[config.mk]
export PLATFORM = sky130hd
export DESIGN_NAME = dmem_access_unit
export DESIGN_NICKNAME = d
export VERILOG_FILES = /design/src/rtl/dmem_access_unit.sv
export SDC_FILE = /design/constraint.sdc
export NUM_CORES = 1
export LEC_CHECK = 0
export ABC_AREA = 1
export BUFFER_PORTS_ARGS = -buffer_cell sky130_fd_sc_hd__buf_2
export CAP_MARGIN = 20
export CORE_ASPECT_RATIO = 1.5
export CORE_UTILIZATION = 40
export DETAILED_ROUTE_END_ITERATION = 7
export PLACE_DENSITY = 0.67
export SYNTH_ARGS = -nofsm -noshare
export SYNTH_HDL_FRONTEND = slang
export SYNTH_SLANG_ARGS = --single-unit
[constraint.sdc]
create_clock -name clk -period 9.1 [get_ports clk]
set_clock_uncertainty 0.2 [all_clocks]
set_input_delay 2.73 -clock clk [delete_from_list [all_inputs] [get_ports clk]]
set_output_delay 2.73 -clock clk [all_outputs]
set_load 0.02 [all_outputs]
[src/rtl/dmem_access_unit.sv]
// Memory-stage load/store unit: formats byte/halfword/word loads from a word-wide
// asynchronous-read memory and turns sub-word stores into a two-cycle read-modify-write.
module dmem_access_unit #(
    parameter bit ROTATE_UNALIGNED = 1'b1
) (
    input  logic        clk,
    input  logic        reset,
    input  logic        req,
    input  logic        we_in,
    input  logic [1:0]  size,
    input  logic        sign,
    input  logic [31:0] addr,
    input  logic [31:0] wdata,
    output logic [31:0] rdata,
    output logic        stall,
    output logic [31:0] dmem_a,
    output logic        dmem_we,
    output logic [31:0] dmem_wd,
    input  logic [31:0] dmem_rd
);

    localparam logic [1:0] SZ_BYTE = 2'b01;
    localparam logic [1:0] SZ_HALF = 2'b10;

    typedef enum logic {
        ST_IDLE  = 1'b0,
        ST_MERGE = 1'b1
    } state_t;

    state_t      r_state;
    state_t      w_next_state;
    logic [31:0] r_merge_q;
    logic [31:2] r_addr_q;

    logic        w_is_byte;
    logic        w_is_half;
    logic        w_sub_store;
    logic        w_word_store;
    logic        w_start_merge;
    logic [31:0] w_merged;

    function automatic logic [31:0] fmt_load(
        input logic [31:0] rd,
        input logic [1:0]  sz,
        input logic        sgn,
        input logic [1:0]  lane
    );
        logic [7:0]  b;
        logic [15:0] h;
        logic [63:0] dbl;
        b   = rd[{lane, 3'b000} +: 8];
        h   = lane[1] ? rd[31:16] : rd[15:0];
        dbl = {rd, rd} >> {lane, 3'b000};
        case (sz)
            SZ_BYTE: fmt_load = {{24{sgn & b[7]}}, b};
            SZ_HALF: fmt_load = {{16{sgn & h[15]}}, h};
            default: fmt_load = ROTATE_UNALIGNED ? dbl[31:0] : rd;
        endcase
    endfunction

    // Replace only the addressed lane of the current memory word with the store data.
    function automatic logic [31:0] merge_lane(
        input logic [31:0] rd,
        input logic [31:0] wd,
        input logic [1:0]  sz,
        input logic [1:0]  lane
    );
        logic [31:0] m;
        m = rd;
        if (sz == SZ_BYTE) begin
            m[{lane, 3'b000} +: 8] = wd[7:0];
        end else if (lane[1]) begin
            m[31:16] = wd[15:0];
        end else begin
            m[15:0] = wd[15:0];
        end
        merge_lane = m;
    endfunction

    assign w_is_byte    = (size == SZ_BYTE);
    assign w_is_half    = (size == SZ_HALF);
    assign w_sub_store  = req & we_in & (w_is_byte | w_is_half);
    assign w_word_store = req & we_in & ~(w_is_byte | w_is_half);
    assign w_merged     = merge_lane(dmem_rd, wdata, size, addr[1:0]);
    assign rdata        = fmt_load(dmem_rd, size, sign, addr[1:0]);

    always_ff @(posedge clk or posedge reset) begin
        if (reset) begin
            r_state   <= ST_IDLE;
            r_merge_q <= '0;
            r_addr_q  <= '0;
        end else begin
            r_state <= w_next_state;
            if (w_start_merge) begin
                r_merge_q <= w_merged;
                r_addr_q  <= addr[31:2];
            end
        end
    end

    // MERGE ignores the live request: the write always completes from the captured state.
    always_comb begin
        w_next_state  = r_state;
        w_start_merge = 1'b0;
        stall         = 1'b0;
        dmem_we       = 1'b0;
        dmem_wd       = '0;
        dmem_a        = {addr[31:2], 2'b00};
        case (r_state)
            ST_IDLE: begin
                if (w_sub_store) begin
                    stall         = 1'b1;
                    w_start_merge = 1'b1;
                    w_next_state  = ST_MERGE;
                end else if (w_word_store) begin
                    dmem_we = 1'b1;
                    dmem_wd = wdata;
                end
            end
            ST_MERGE: begin
                dmem_a       = {r_addr_q, 2'b00};
                dmem_we      = 1'b1;
                dmem_wd      = r_merge_q;
                w_next_state = ST_IDLE;
            end
        endcase
        if (reset) begin
            stall   = 1'b0;
            dmem_we = 1'b0;
            dmem_wd = '0;
        end
    end

endmodule

==> out/qor.yml <==
initial_antenna_violation_count: 0
synth.ff_latch_count: 63
core_area_sq_um: 13600
period_utilization: 0.820
mostFrequentLayoutCell: "nand2_1"
power.density_cell_area_nw_per_um2: 153
detailedRoute.firstIterationViolations: 391
max_slew.worst_pin.slew_ns: 1.04
cts.hold.buffers_added: 0
floorplan.die.height_um: 147
clock_tree_from_tritoncts: "yes"
clk_latency_ns: 0.32
mean_routed_wirelength_per_cell_um: 15.3
cellLeakagePower_nw: 3.54
design.portCount: 201
max-vdd-ir-drop_uv: 103
worst-setup-path-type: "input port to output pin"
rsz0062_at_grt: "no"
nNetsFinal: 1196
finalWorstPathRequiredPeriod_ns: 7.46
crit_fanout: 54
finish.utilization: 0.496
wl_mm: 19.2
hp-start: "r_merge_q[20]"
cp_cell_sequence: "buf_2 > buf_4 > nand3_2 > nand3_1 > nand2_1 > nand2_2 > nand2_1 > buf_2"
hold-path-endpoint: "r_merge_q[20]"
num_vias: 6564
hold-worst-slack_ns: 0.274
run_status: "finished clean"
final_layout_size_suffix_gt1_frac: 0.224
layout.cells.most_common_list: "nand2_1, buf_2, o21ai_0"
ys_types: 26
syn-instance-count: 937
io_buffers: 198
clock_tree.htree_level_count: 3
area_growth_pct: 20.1
design.die.area_sq_um: 14500
worst_setup_path_start_kind: "input port"
antenna_cells: 0
yosysWarningCount: 0
drc_errors: 0
setup.reg_to_reg.worst_slack_ns: 6.45
hpwl_mm: 14.4
gp_congestion: 1.01
post_cts_resize_count: 0
cts-buffers-inserted: 9
initial_utilization: 0.413
finalNonFillerCells: 1252
globalRouteOverflowTotal: 0
die_w_um: 98.8
std_cell_rows: 52
first_global_vias: 6190
r2r-end: "r_merge_q[5]"
rr_startpoint: "r_state"
holdCritPathClass: "flip-flop to flip-flop"
worst_ep_required_time_ns: 6.17
mappedNetlistArea_sq_um: 5620
cts_root_buf: "clkbuf_16"
timing.critical_path.slowest_stage_cell: "buf_4"
clkSlewWorstSetupHoldPaths_ns: 0.05
route.antenna.remaining_nets: 0
post-cts-setup-buffer-count: 0
report.final.hold_viol_count: 0
maxCapViolCount: 0
avgSynthCellArea_sq_um: 6.00
power.total_mw: 1.04
report.final.setup_viol: 0
report.final.slew_viol_count: 0
finalSetupTns_ns: 0
detailedRoute.firstPassIterationCount: 5
all_layer_global_routing_usage: 0.269
critical_path.endpoint_type: "output pin"
cts.sinks: 63
via_per_inst: 5.24
dp_cells: 1237
cts.path.max_buffers: 2
largest_net_degree_at_the_start_of_global_routing: 110
synth.yosys.seq_area_share: 0.281
max_freq_mhz: 134
worst-endpoint-arrival_ns: 4.53
number_of_instances_on_the_worst_hold_path: 2
timing.critical_path.slowest_cell_delay_ns: 0.52
timing.max_slew.rel_slack: 0.307
timing.reg2reg.worst_path_depth: 6
grt_pass1_wl_mm: 30.8
==> flip-flops by register name (all words and copies together), names as in the netlist <==
register	count
r_merge_q	32
r_addr_q	30
r_state	1
==> cell families after synthesis <==
family	count (synthesis)	share of synthesized area
and+or+nand+nor	407	0.293
AOI/OAI and AO/OA	315	0.289
buffers and inverters	144	0.121
DFF	63	0.281
adders and majority gates	7	0.0156
other	1	0.000667
==> cell usage after synthesis <==
| master | n | area [sq um] |
|---|---|---|
| dfrtp_1 | 63 | 1580 |
| nand2_1 | 305 | 1140 |
| nand3_1 | 44 | 220 |
| clkbuf_1 | 19 | 71.3 |
| o211ai_1 | 11 | 82.6 |
| buf_2 | 30 | 150 |
| nand4_4 | 1 | 21.3 |
| clkinv_1 | 1 | 3.75 |
| inv_1 | 67 | 251 |
| o21ai_1 | 29 | 145 |
| buf_4 | 7 | 52.6 |
| nand2_2 | 11 | 68.8 |
| inv_4 | 1 | 6.26 |
| nor2_1 | 43 | 161 |
| buf_1 | 4 | 15.0 |
| conb_1 | 1 | 3.75 |
| a21oi_1 | 110 | 551 |
| nand4_1 | 1 | 6.26 |
| o21ai_2 | 1 | 8.76 |
| nand3_2 | 1 | 10.0 |
| ha_1 | 7 | 87.6 |
| nor2_4 | 1 | 11.3 |
| buf_6 | 10 | 113 |
| a211oi_1 | 7 | 52.6 |
| o21ai_0 | 157 | 786 |
| inv_2 | 5 | 18.8 |
==> cell type report <==
class	count	area, sq um
fillers	1468	6850
multi-input cells	731	3360
flip-flops and latches	63	1580
repair buffers	207	1060
inverters	74	280
clock buffers	11	243
well taps	162	203
clock inverters	4	22.5
==> layer usage <==
layer,share of wire,wire length (um),track usage,vias up
met1,0.40,7590,0.314,2887
met3,0.066,1270,0.0495,50
li1,-,-,-,3355
met5,0,0,0,-
met4,0.052,1000,0.162,0
met2,0.49,9320,0.454,272
==> worst max-delay path, delay by kind of cell <==
family,cells,cell delay [ns]
buffers and inverters,3,1.04
AND/OR/NAND/NOR,5,0.76
==> through the flow <==
stage	worst slack, ns	area, sq um
after global placement	1.69	6480
final	1.64	6750
after detailed placement	1.64	6480
after CTS	1.64	6750
after global routing	1.42	6750
after floorplan	0.426	5620
==> where the power goes <==
part           switching (mW)  leakage [nW]  internal [mW]
registers              0.0332         0.786          0.347
logic                   0.233          2.63          0.117
clock network           0.117         0.131          0.188
total                   0.383          3.54          0.652
==> worst max path at each step <==
stage | startpoint | endpoint | slack [ns] | depth (start not counted)
after global routing | addr[1] | rdata[20] | 1.42 | 8
after global placement | addr[1] | rdata[29] | 1.69 | 8
after CTS | addr[1] | rdata[28] | 1.64 | 8
final | addr[1] | rdata[28] | 1.64 | 8
after detailed placement | addr[1] | rdata[28] | 1.64 | 8
after floorplan | reset | dmem_wd[14] | 0.43 | 5
No activity file was read; power rests on OpenSTA's default activity.
